**src/rtl/boot_run_sequencer_if.sv**
```systemverilog
// Host-side program byte stream (valid/ready with a last-byte marker) feeding
// the boot/run sequencer.
interface boot_run_sequencer_if;
  logic       host_valid;
  logic [7:0] host_data;
  logic       host_last;
  logic       host_ready;

  modport master (output host_valid, output host_data, output host_last, input host_ready);
  modport slave  (input host_valid, input host_data, input host_last, output host_ready);
endinterface

```
**src/rtl/boot_run_sequencer.sv**
```systemverilog
// Loads a program byte stream into the core ROM, then rewinds the core and gates
// its clock for run / single-step / halt, flagging completion and watchdog expiry.
module boot_run_sequencer #(
  parameter int         ROM_DEPTH  = 256,
  parameter logic [7:0] HALT_CODE  = 8'hFF,
  parameter int         RST_CYCLES = 2,
  parameter int         CYC_W      = 16,
  parameter int         MAX_CYCLES = 0
) (
  input  logic                 clk,
  input  logic                 reset,
  boot_run_sequencer_if.slave  host,
  input  logic                 cmd_run,
  input  logic                 cmd_step,
  input  logic                 cmd_halt,
  input  logic [7:0]           cpu_out,
  input  logic                 cpu_out_on,
  output logic                 rom_write,
  output logic [7:0]           rom_data,
  output logic                 core_reset,
  output logic                 core_clk_en,
  output logic [8:0]           load_count,
  output logic [CYC_W-1:0]     cycle_count,
  output logic                 done,
  output logic                 err_overflow,
  output logic                 timeout,
  output logic [2:0]           state
);

  typedef enum logic [2:0] {
    S_PRELOAD = 3'd0,
    S_LOAD    = 3'd1,
    S_REARM   = 3'd2,
    S_HALT    = 3'd3,
    S_RUN     = 3'd4,
    S_STEP    = 3'd5,
    S_DONE    = 3'd6
  } state_t;

  localparam int               RCW        = (RST_CYCLES > 1) ? $clog2(RST_CYCLES) : 1;
  localparam logic [RCW-1:0]   RST_LAST   = RCW'(RST_CYCLES - 1);
  localparam logic [8:0]       DEPTH_FULL = 9'(ROM_DEPTH);
  localparam bit               WD_ON      = (MAX_CYCLES != 0);
  localparam logic [CYC_W-1:0] WD_LAST    = CYC_W'(MAX_CYCLES - 1);

  state_t           state_q, state_d;
  logic [RCW-1:0]   rst_cnt_q, rst_cnt_d;
  logic             rom_write_q, rom_write_d;
  logic [7:0]       rom_data_q, rom_data_d;
  logic             core_reset_q, core_reset_d;
  logic             core_clk_en_q, core_clk_en_d;
  logic [8:0]       load_count_q, load_count_d;
  logic [CYC_W-1:0] cycle_count_q, cycle_count_d;
  logic             done_q, done_d;
  logic             err_overflow_q, err_overflow_d;
  logic             timeout_q, timeout_d;

  logic       accept;
  logic       halt_seen;
  logic       rst_done;
  logic [8:0] load_next;

  assign host.host_ready = (state_q == S_LOAD);
  assign accept          = host.host_valid && (state_q == S_LOAD);
  // The core's output strobe only means something while its clock is running.
  assign halt_seen       = core_clk_en_q && cpu_out_on && (cpu_out == HALT_CODE);
  assign rst_done        = (rst_cnt_q == RST_LAST);
  assign load_next       = load_count_q + 9'd1;

  always_comb begin
    state_d        = state_q;
    rst_cnt_d      = rst_cnt_q + RCW'(1);
    rom_write_d    = 1'b0;
    rom_data_d     = rom_data_q;
    load_count_d   = load_count_q;
    cycle_count_d  = cycle_count_q;
    done_d         = done_q;
    err_overflow_d = err_overflow_q;
    timeout_d      = timeout_q;

    if (core_clk_en_q && (cycle_count_q != '1)) begin
      cycle_count_d = cycle_count_q + CYC_W'(1);
    end

    unique case (state_q)
      S_PRELOAD: if (rst_done) state_d = S_LOAD;
      S_LOAD: begin
        if (accept) begin
          rom_write_d  = 1'b1;
          rom_data_d   = host.host_data;
          load_count_d = load_next;
          if (host.host_last) begin
            state_d = S_REARM;
          end else if (load_next == DEPTH_FULL) begin
            err_overflow_d = 1'b1;
            state_d        = S_REARM;
          end
        end
      end
      S_REARM: if (rst_done) state_d = S_HALT;
      S_HALT: begin
        if (host.host_valid)  state_d = S_PRELOAD;
        else if (cmd_step)    state_d = S_STEP;
        else if (cmd_run)     state_d = S_RUN;
      end
      S_RUN: begin
        if (halt_seen) begin
          done_d  = 1'b1;
          state_d = S_DONE;
        end else if (WD_ON && (cycle_count_q == WD_LAST)) begin
          timeout_d = 1'b1;
          state_d   = S_HALT;
        end else if (cmd_halt) begin
          state_d = S_HALT;
        end
      end
      S_STEP: begin
        if (halt_seen) begin
          done_d  = 1'b1;
          state_d = S_DONE;
        end else begin
          state_d = S_HALT;
        end
      end
      S_DONE: if (host.host_valid) state_d = S_PRELOAD;
      default: state_d = S_PRELOAD;
    endcase

    // Entry into any state restarts the rewind counter; only PRELOAD/REARM use it.
    if (state_d != state_q) rst_cnt_d = '0;
    if (state_d == S_PRELOAD) begin
      load_count_d   = '0;
      done_d         = 1'b0;
      err_overflow_d = 1'b0;
      timeout_d      = 1'b0;
    end
    if (state_d == S_REARM) cycle_count_d = '0;

    core_reset_d  = (state_d == S_PRELOAD) || (state_d == S_REARM);
    core_clk_en_d = (state_d == S_RUN) || (state_d == S_STEP);
  end

  always_ff @(posedge clk or posedge reset) begin
    if (reset) begin
      state_q        <= S_PRELOAD;
      rst_cnt_q      <= '0;
      rom_write_q    <= 1'b0;
      rom_data_q     <= '0;
      core_reset_q   <= 1'b1;
      core_clk_en_q  <= 1'b0;
      load_count_q   <= '0;
      cycle_count_q  <= '0;
      done_q         <= 1'b0;
      err_overflow_q <= 1'b0;
      timeout_q      <= 1'b0;
    end else begin
      state_q        <= state_d;
      rst_cnt_q      <= rst_cnt_d;
      rom_write_q    <= rom_write_d;
      rom_data_q     <= rom_data_d;
      core_reset_q   <= core_reset_d;
      core_clk_en_q  <= core_clk_en_d;
      load_count_q   <= load_count_d;
      cycle_count_q  <= cycle_count_d;
      done_q         <= done_d;
      err_overflow_q <= err_overflow_d;
      timeout_q      <= timeout_d;
    end
  end

  assign rom_write    = rom_write_q;
  assign rom_data     = rom_data_q;
  assign core_reset   = core_reset_q;
  assign core_clk_en  = core_clk_en_q;
  assign load_count   = load_count_q;
  assign cycle_count  = cycle_count_q;
  assign done         = done_q;
  assign err_overflow = err_overflow_q;
  assign timeout      = timeout_q;
  assign state        = state_q;

endmodule

```
**src/flat_wrapper.sv**
```systemverilog
// flat-port wrapper written by rule: the top's interface ports become plain ports
module boot_run_sequencer_flat 
#(
  parameter int         ROM_DEPTH  = 256,
  parameter logic [7:0] HALT_CODE  = 8'hFF,
  parameter int         RST_CYCLES = 2,
  parameter int         CYC_W      = 16,
  parameter int         MAX_CYCLES = 0
)
  (clk, reset, cmd_run, cmd_step, cmd_halt, cpu_out, cpu_out_on, rom_write, rom_data, core_reset, core_clk_en, load_count, cycle_count, done, err_overflow, timeout, state, host_host_valid, host_host_data, host_host_last, host_host_ready);
  boot_run_sequencer_if host_i ();
  input  logic clk;
  input  logic reset;
  input  logic cmd_run;
  input  logic cmd_step;
  input  logic cmd_halt;
  input  logic [7:0] cpu_out;
  input  logic cpu_out_on;
  output logic rom_write;
  output logic [7:0] rom_data;
  output logic core_reset;
  output logic core_clk_en;
  output logic [8:0] load_count;
  output logic [CYC_W-1:0] cycle_count;
  output logic done;
  output logic err_overflow;
  output logic timeout;
  output logic [2:0] state;
  input wire logic [$bits(host_i.host_valid)-1:0] host_host_valid;
  input wire logic [$bits(host_i.host_data)-1:0] host_host_data;
  input wire logic [$bits(host_i.host_last)-1:0] host_host_last;
  output wire logic [$bits(host_i.host_ready)-1:0] host_host_ready;
  assign host_i.host_valid = host_host_valid;
  assign host_i.host_data = host_host_data;
  assign host_i.host_last = host_host_last;
  assign host_host_ready = host_i.host_ready;
  boot_run_sequencer #(.ROM_DEPTH(ROM_DEPTH), .HALT_CODE(HALT_CODE), .RST_CYCLES(RST_CYCLES), .CYC_W(CYC_W), .MAX_CYCLES(MAX_CYCLES)) u_core (.clk(clk), .reset(reset), .host(host_i), .cmd_run(cmd_run), .cmd_step(cmd_step), .cmd_halt(cmd_halt), .cpu_out(cpu_out), .cpu_out_on(cpu_out_on), .rom_write(rom_write), .rom_data(rom_data), .core_reset(core_reset), .core_clk_en(core_clk_en), .load_count(load_count), .cycle_count(cycle_count), .done(done), .err_overflow(err_overflow), .timeout(timeout), .state(state));
endmodule
```
**config.mk**
```make
export PLATFORM = sky130hd
export DESIGN_NAME = boot_run_sequencer_flat
export DESIGN_NICKNAME = d
export VERILOG_FILES = /design/src/rtl/boot_run_sequencer_if.sv /design/src/rtl/boot_run_sequencer.sv /design/src/flat_wrapper.sv
export SDC_FILE = /design/constraint.sdc
export NUM_CORES = 1
export LEC_CHECK = 0
export BUFFER_PORTS_ARGS = -buffer_cell sky130_fd_sc_hd__buf_2
export CORE_MARGIN = 2
export CORE_UTILIZATION = 55
export CTS_CLUSTER_DIAMETER = 40
export DETAILED_ROUTE_END_ITERATION = 12
export PLACE_DENSITY = 0.86
export SETUP_SLACK_MARGIN = 0.5
export SYNTH_ARGS = -nofsm -noshare
export SYNTH_HDL_FRONTEND = slang
export SYNTH_SLANG_ARGS = --single-unit
```
**constraint.sdc**
```tcl
create_clock -name clk -period 5.6 [get_ports clk]
set_clock_uncertainty 0.2 [all_clocks]
set_input_delay 0.84 -clock clk [delete_from_list [all_inputs] [get_ports clk]]
set_output_delay 0.84 -clock clk [all_outputs]
set_load 0.01 [all_outputs]
```
==> results of run 1 <==
flip-flops by register name (all words and copies together) (netlist names):
signal,count
u_core.cycle_count,16
u_core.load_count,9
u_core.rom_write,1
u_core.done,1
u_core.core_reset,1
u_core.state,3
u_core.rst_cnt_q,1
u_core.err_overflow,1
u_core.core_clk_en,1
u_core.rom_data,8
stage by stage:
| step | hold WS [ns] | setup WS (ns) | instance area, um2 |
|---|---|---|---|
| floorplan | 0.2704 | 3.085 | 2245 |
| global placement | 0.2648 | 2.159 | 2541 |
| detailed placement | 0.2613 | 1.992 | 2541 |
| CTS | 0.2812 | 2.270 | 2651 |
| global route | 0.3170 | 2.015 | 2651 |
| finish | 0.2747 | 2.261 | 2651 |
Yosys cell counts (3+ instances only):
cell / n / area, um2
nor2_1: 6 / 22.52
buf_4: 4 / 30.03
buf_2: 4 / 20.02
nor4_1: 10 / 62.56
nand2_1: 34 / 127.6
nand3_1: 4 / 20.02
a21oi_1: 28 / 140.1
xor2_1: 12 / 105.1
a211o_1: 3 / 26.28
and3_1: 5 / 31.28
inv_1: 7 / 26.28
o2111ai_1: 4 / 35.03
buf_6: 3 / 33.78
nor3_1: 4 / 20.02
nand4_1: 7 / 43.79
xnor2_1: 11 / 96.34
clkbuf_1: 3 / 11.26
o211ai_1: 4 / 30.03
mux2i_1: 3 / 30.03
dfrtp_1: 41 / 1026
and4_1: 3 / 26.28
worst max path at each step:
stage                     slack (ns)                    end             from
after detailed placement        1.99  u_core.cycle_count[8]  host_host_valid
after CTS                       2.27  u_core.cycle_count[8]  host_host_valid
final                           2.26  u_core.cycle_count[8]  host_host_valid
after global placement          2.16  u_core.cycle_count[8]  host_host_valid
after floorplan                 3.08   u_core.load_count[0]       cpu_out[6]
after global routing            2.01  u_core.cycle_count[8]  host_host_valid
report_power, final:
part / internal, W / leakage (nW) / total (W) / switching [W]
registers: 0.000370 / 0.563 / 0.000432 / 0.0000618
logic: 0.000127 / 0.715 / 0.000363 / 0.000236
clock network: 0.000133 / 0.0514 / 0.000237 / 0.000104
worst reg2reg max path, delay by kind of cell (launching register included):
family                 cells  cell delay, ns
AO/OA/AOI/OAI              3            1.15
buffers and inverters      2            0.81
flip-flops                 1            0.55
AND/OR/NAND/NOR            1            0.52
per-layer routing:
| metal | track usage | vias to the layer above | share of wire |
|---|---|---|---|
| met4 | 0.09250 | 0 | 0.020 |
| met5 | 0 | - | 0 |
| met2 | 0.3456 | 67 | 0.45 |
| li1 | - | 940 | - |
| met3 | 0.04770 | 8 | 0.062 |
| met1 | 0.3177 | 911 | 0.47 |
kinds of logic after synthesis:
logic type,Yosys count,share of synthesized area
compound gates,54,0.1678
xor+xnor,23,0.08974
fa+ha+maj,2,0.01115
buf+inv,24,0.05908
flops,42,0.4688
mux,3,0.01338
other cells,1,0.001671
simple gates,83,0.1884
final cells by class:
| type | count | share of cell area |
|---|---|---|
| Multi-Input combinational cell | 166 | 0.3997 |
| Sequential cell | 42 | 0.3969 |
| Clock buffer | 6 | 0.02737 |
| Clock inverter | 2 | 0.01416 |
| Timing Repair Buffer | 66 | 0.1255 |
| Tap cell | 50 | 0.02360 |
| Inverter | 9 | 0.01274 |
==> reports/summary.txt, run 1 <==
critical path class - input port to flip-flop
Final Critical Period - 3.339 ns
CP arrival - 3.36 ns
Chip Width - 67.89 um
area of the multi-input gates - 0.001060 mm2
worst-path fanout max - 18
setup violation total in the final timing report - 0
row count - 23
Clock Sinks - 42
largest net degree at the start of global routing - 43
first-pass GRT wire length - 7.810 mm
drt total wl - 4.886 mm
H-tree depth - 2
Max VDD drop - 254.8 uV
number of synthesized flops with an enable pin - 0
final core utilization - 0.6676
Hold/Removal Path Class - flip-flop to flip-flop
flop2flop setup slack - 2.30 ns
# Max-Cap Violations - 0
clock buffer depth - 2
filler instances - 337
layout cell share with drive strength beyond 1 - 0.2749
number of port buffers - 65
final cell count without fillers - 341
Worst EP required - 5.62 ns
setup bufs post-CTS - 0
Mapped Cells - 232
post-route ant nets - 0
antenna violations before repair - 0
placed cells - 333
Clock Tree Root - clkbuf_8
fmax - 299.5 MHz
io pins - 67
Reg clk slew, reported paths - 0.08 ns
core area - 0.003971 mm2
Num CTS Buffers - 5
type of origin of the critical path - input port
min-delay src - u_core.rom_data[6]
gr usage total - 0.2266
initial core utilization - 0.5652
sequential area share after synthesis - 0.4688
Netlist cell types - 48
number of global-route vias before repair - 1651
most common cell after layout, fill and taps aside - buf_2
critical path, cell by cell - buf_2 > nand4bb_1 > clkinv_1 > a211oi_1 > o211a_1 > inv_2 > a2bb2oi_1
via count - 1926
WHS Endpoint - u_core.rom_data[6]
hold buffers post-CTS - 0
P&R area growth vs syn - 18.12%
number of stages on the worst setup path - 7
unrepaired setup endpoints after global routing - false
top_reg_cell synth - dfrtp_1
Final Cycle Share - 0.5962
die footprint - 0.004608 mm2
first-pass detailed-route iteration total - 4
DP Wirelength - 3.305 mm
syn_area_per_cell - 9.675 um2
#FFs+latches synth - 42
Lkg Pwr - 1.329 nW
Crit. End Element - flip-flop
Final nets - 316
clock latency on the worst-skew pair - 0.30 ns
reg-to-reg startpoint - u_core.state[2]
Cell Area, Synth - 0.002245 mm2
worst-margin pin slew - 1.149 ns
slowest stage cell, crit path - clkinv_1
routability cong. - 0.8286
# resized after CTS - 0
fraction of registers with async set or reset after synthesis - 1.000
Initial DRC Count - 94
Synthesized Nets - 258
Remaining DRCs - 0
diode count - 0
r2r endpoint - u_core.cycle_count[8]
Cells on Worst Hold Path - 2
routed length per instance - 14.33 um
gr ovfl total - 0
Crit path max-delay family - compound AO/OA/AOI/OAI gates
Final Hold Fails - 0
Slew Limit Headroom - 0.2319
Worst R2R Path Depth - 6
setup TNS - 0 ns
YS warnings - 0
Die Span Y - 67.89 um
status - finished, final reports clean
CTS tree - yes
most frequent cells in the layout - buf_2 (65), dfrtp_1 (41), nand2_1 (34)
Via-to-Cell Ratio - 5.648
Sequential Area - 0.001052 mm2
final slew viol count - 0
WP buf/inv - 3
Pwr Density - 389.2 mW/mm2
Pwr Total - 0.001032 W
Worst path max stage delay - 0.57 ns
Power figures use the tool's default switching activity.
==> run 2: changes to the inputs <==
- CORE_UTILIZATION: 55 -> 51
- PLACE_DENSITY: 0.86 -> 0.81
- clock period: 5.6 -> 3.2 ns (I/O delays scaled with it)
==> run 2 against run 1 <==
  * Non-clock buffer count grew 4
  * Core utilization shrank 3.3 points
  * Routed wire length shrank 0.25%
  * Clock power grew 120%
==> reports/summary.txt, run 2 (synthesis results as in run 1) <==
status - finished, final reports clean
slowest stage cell, crit path - dfrtp_1
WP buf/inv - 1
antenna violations before repair - 0
clock buffer depth - 2
Max VDD drop - 433.4 uV
drt total wl - 4.874 mm
Worst path max stage delay - 0.44 ns
row count - 24
DP Wirelength - 3.312 mm
final cell count without fillers - 347
Initial DRC Count - 123
post-route ant nets - 0
CP arrival - 2.38 ns
initial core utilization - 0.5227
Crit. End Element - flip-flop
number of global-route vias before repair - 1746
hold buffers post-CTS - 0
most common cell after layout, fill and taps aside - buf_2
Worst EP required - 3.16 ns
number of port buffers - 65
via count - 1933
unrepaired setup endpoints after global routing - false
Final Critical Period - 2.412 ns
worst-margin pin slew - 0.6749 ns
critical path class - flip-flop to flip-flop
Num CTS Buffers - 5
first-pass detailed-route iteration total - 6
Pwr Density - 709.6 mW/mm2
H-tree depth - 2
first-pass GRT wire length - 8.162 mm
die footprint - 0.004948 mm2
gr usage total - 0.2040
Reg clk slew, reported paths - 0.08 ns
core area - 0.004294 mm2
diode count - 0
P&R area growth vs syn - 21.35%
Clock Sinks - 42
fmax - 414.6 MHz
Slew Limit Headroom - 0.5462
Final Hold Fails - 0
layout cell share with drive strength beyond 1 - 0.2915
Remaining DRCs - 0
setup violation total in the final timing report - 0
CTS tree - yes
Hold/Removal Path Class - input port to async pin
largest net degree at the start of global routing - 43
Chip Width - 70.34 um
setup TNS - 0 ns
Final Cycle Share - 0.7538
final slew viol count - 0
Clock Tree Root - clkbuf_8
io pins - 67
routed length per instance - 14.05 um
Via-to-Cell Ratio - 5.571
type of origin of the critical path - flip-flop
routability cong. - 0.8633
clock latency on the worst-skew pair - 0.29 ns
setup bufs post-CTS - 0
placed cells - 339
Lkg Pwr - 1.368 nW
Final nets - 320
max reg flops - 16
Die Span Y - 70.34 um
# Max-Cap Violations - 0
most frequent cells in the layout - buf_2 (65), dfrtp_1 (41), nand2_1 (34)
gr ovfl total - 0
Crit path max-delay family - compound AO/OA/AOI/OAI gates
critical path, cell by cell - and3_1 > a311oi_2 > o221ai_2 > o211a_4 > inv_2 > a21oi_1
worst-path fanout max - 18
==> run 2: cell types whose count changed in the layout (fill, tap and decap cells not counted) <==
cell and delta:
clkinvlp_4 -1, clkbuf_8 +1, o211a_1 -1, bufinv_16 +1
buf_4 +4, o211a_4 +1, clkbuf_1 -1
==> run 2: power by group <==
| part | switching [W] | internal, W |
|---|---|---|
| Sequential | 0.0000996 | 0.000647 |
| Clock | 0.000180 | 0.000333 |
| Combinational | 0.000420 | 0.000254 |
| Total | 0.000700 | 0.00123 |
==> run 2: final timing paths <==
kind / slack [ns] / endpoint / start / cells after the start
min in group clk: 0.17 / u_core.rom_data[6] / host_host_data[6] / 3
min reg2reg: 0.28 / u_core.rom_data[5] / u_core.rom_data[5] / 2
max reg2reg: 0.79 / u_core.cycle_count[2] / u_core.load_count[2] / 6
min: 0.1 / u_core.cycle_count[11] / reset / 3
max in group asynchronous: 2.34 / u_core.core_reset / reset / 3
max: 0.79 / u_core.cycle_count[2] / u_core.load_count[2] / 6
==> run 2: repair_timing <==
item | in CTS | in global routing
hold endpoints to repair | 0 | 0
endpoints found under the setup margin | 0 | 17
gates resized for setup | 0 | 2
==> run 2: cell type report <==
cell class | count | area (um2)
Sequential cell | 42 | 1052
Timing Repair Buffer | 70 | 362.8
Multi-Input combinational cell | 166 | 1067
Clock inverter | 2 | 60.06
Tap cell | 52 | 65.06
Clock buffer | 6 | 82.58
Fill cell | 369 | 1570
Inverter | 9 | 33.78
==> run 2: per-stage QoR <==
| stage | setup WS, ns | utilization | cell area [um2] | hold WS [ns] | power (W) |
|---|---|---|---|---|---|
| 5_1_grt | 0.6030 | 0.6343 | 2724 | 0.1524 | 0.002059 |
| 4_1_cts | 0.6052 | 0.6326 | 2716 | 0.1114 | 0.001938 |
| 2_1_floorplan | 1.004 | - | 2245 | 0.2704 | 0.001236 |
| 3_3_place_gp | 0.7463 | 0.5994 | 2574 | 0.2550 | 0.001408 |
| 6_report | 0.7879 | 0.6343 | 2724 | 0.09726 | 0.001933 |
| 3_5_place_dp | 0.6993 | 0.5994 | 2574 | 0.2632 | 0.001425 |
==> run 2: metal layers <==
layer | track usage | vias up | part of all wire
met4 | 0.08974 | 0 | 0.029
li1 | - | 955 | -
met1 | 0.2810 | 901 | 0.45
met2 | 0.3103 | 65 | 0.46
met5 | 0 | - | 0
met3 | 0.04329 | 12 | 0.055
==> run 2: worst min-delay path: stages <==
cell and delay, ns:
buf_2 0.10, inv_1 0.04, buf_4 0.42
==> run 3: changes to the inputs <==
- clock period: 3.2 -> 2.5 ns (I/O delays scaled with it)
==> run 3 against run 2 <==
  * Final area rose by 15%
  * Cell count rose by 5.5%
  * Largest power group is now combinational cells
  * Register-to-register slack got worse by 0.54 ns
  * Total power rose by 65%
  * Non-clock buffer count rose by 18
  * First-iteration DRC count fell by 5.7%
  * Die area did not move
  * Sequential share of layout area fell by 4.9 points
  * Sequential cell count did not move
  * Core utilization rose by 9.8 points
  * Critical path type unchanged
  * Clock-buffer cell count did not move
==> reports/summary.txt, run 3 (synthesis results as in run 1) <==
fmax - 443.3 MHz
DP Area - 0.002619 mm2
Hold/Removal Path Class - input port to flip-flop
Slew Limit Headroom - 0.5350
core area - 0.004294 mm2
worst-path fanout max - 12
initial core utilization - 0.5227
number of global-route vias before repair - 2031
critical path class - flip-flop to flip-flop
worst-margin pin slew - 0.6967 ns
Final Critical Period - 2.256 ns
Chip Width - 70.34 um
Cells on Worst Hold Path - 3
die footprint - 0.004948 mm2
# Max-Cap Violations - 0
row count - 24
Num CTS Buffers - 5
r2r endpoint - u_core.cycle_count[9]
setup TNS - 0 ns
clock buffer depth - 2
antenna violations before repair - 0
cell area after layout - 0.003143 mm2
first-pass detailed-route iteration total - 4
WP buf/inv - 3
gr ovfl total - 0
Die Span Y - 70.34 um
io pins - 67
min-delay src - host_host_data[1]
Clock Tree Root - clkbuf_8
Lkg Pwr - 1.496 nW
Worst path max stage delay - 0.50 ns
routed length per instance - 17.95 um
type of origin of the critical path - flip-flop
via count - 2202
post-route ant nets - 0
first-pass GRT wire length - 10.01 mm
most common cell after layout, fill and taps aside - buf_2
diode count - 0
most frequent cells in the layout - buf_2 (65), dfrtp_1 (35), nand2_1 (34)
DP Wirelength - 3.452 mm
number of port buffers - 65
Initial DRC Count - 116
Via-to-Cell Ratio - 6.016
Final Hold Fails - 0
layout cell share with drive strength beyond 1 - 0.4395
Pwr Density - 1017 mW/mm2
Remaining DRCs - 0
Final nets - 339
largest net degree at the start of global routing - 27
Worst R2R Path Depth - 8
max reg flops - 16
routability cong. - 0.8466
status - finished, final reports clean
gr usage total - 0.2561
slowest stage cell, crit path - dfrtp_2
clock latency on the worst-skew pair - 0.30 ns
WHS Endpoint - u_core.rom_data[1]
Clock Sinks - 42
filler instances - 287
final slew viol count - 0
setup violation total in the final timing report - 0
Crit path max-delay family - compound AO/OA/AOI/OAI gates
final cell count without fillers - 366
critical path, cell by cell - nand2b_1 > nor4_4 > a311oi_2 > inv_1 > a211oi_4 > buf_6 > clkbuf_16 > a21oi_1
P&R area growth vs syn - 40.02%
Max VDD drop - 612.3 uV
flop2flop setup slack - 0.24 ns
Worst EP required - 2.48 ns
H-tree depth - 2
unrepaired setup endpoints after global routing - true
CTS tree - yes
final core utilization - 0.7319
Pwr Total - 0.003196 W
Crit. End Element - flip-flop
placed cells - 341
Final Cycle Share - 0.9023
drt total wl - 6.569 mm
CP arrival - 2.24 ns
Reg clk slew, reported paths - 0.08 ns
reg-to-reg startpoint - u_core.state[2]
run 3: changes by cell type in the layout (fill, tap and decap cells not counted), sizes merged:
| cell | before | now |
|---|---|---|
| buf | 70 | 85 |
| clkbuf | 6 | 8 |
| clkinv | 1 | 2 |
| dlygate4sd3 | 0 | 1 |
run 3: report_power, final:
group          switching, W  total (W)  internal (W)
Sequential         0.000131   0.000963      0.000831
Combinational      0.000859    0.00157      0.000710
Clock              0.000237   0.000663      0.000426
Total               0.00123    0.00320       0.00197
run 3: cell type report:
| cell class | count | area, um2 | share of cell area |
|---|---|---|---|
| Multi-Input combinational cell | 166 | 1222 | 0.3889 |
| Sequential cell | 42 | 1060 | 0.3372 |
| Timing Repair Buffer | 88 | 595.6 | 0.1895 |
| Clock buffer | 6 | 82.58 | 0.02627 |
| Tap cell | 52 | 65.06 | 0.02070 |
| Clock inverter | 2 | 60.06 | 0.01911 |
| Inverter | 9 | 46.29 | 0.01473 |
| Timing Repair inverter | 1 | 11.26 | 0.003583 |
run 3: repair_timing:
action,CTS,global route
hold buffers,1,0
hold endpoints to repair,16,0
resized for setup,32,17
gates cloned,3,2
setup endpoints to repair,31,31
setup buffers,7,4
pin swaps,12,16
run 3: worst max path at each step:
stage                              start               endpoint  slack [ns]  cells past startpoint
global placement    u_core.load_count[0]  u_core.cycle_count[8]        0.33                      7
detailed placement       u_core.state[1]   u_core.load_count[5]        0.28                      7
finish                   u_core.state[2]  u_core.cycle_count[9]        0.24                      8
CTS                 u_core.load_count[0]  u_core.cycle_count[0]        0.37                      8
floorplan           u_core.load_count[0]   u_core.load_count[0]        0.35                      7
global route        u_core.load_count[0]  u_core.cycle_count[9]        0.14                      8
run 3: through the flow:
| step | hold WS (ns) | setup WS, ns |
|---|---|---|
| final | 0.06211 | 0.2442 |
| after detailed placement | 0.2563 | 0.2838 |
| after global routing | 0.05655 | 0.1383 |
| after global placement | 0.2547 | 0.3301 |
| after CTS | 0.05654 | 0.3701 |
| after floorplan | 0.2704 | 0.3534 |
run 3: routing by layer:
metal	wire length, um	GRT usage
met5	0	0
met3	415	0.04762
met2	3210	0.4099
met1	2825	0.3486
met4	118	0.08974
run 3: tightest hold or removal path: cells and delay by family:
family        cells  cell delay [ns]
buf+inv           1             0.07
simple gates      2             0.08
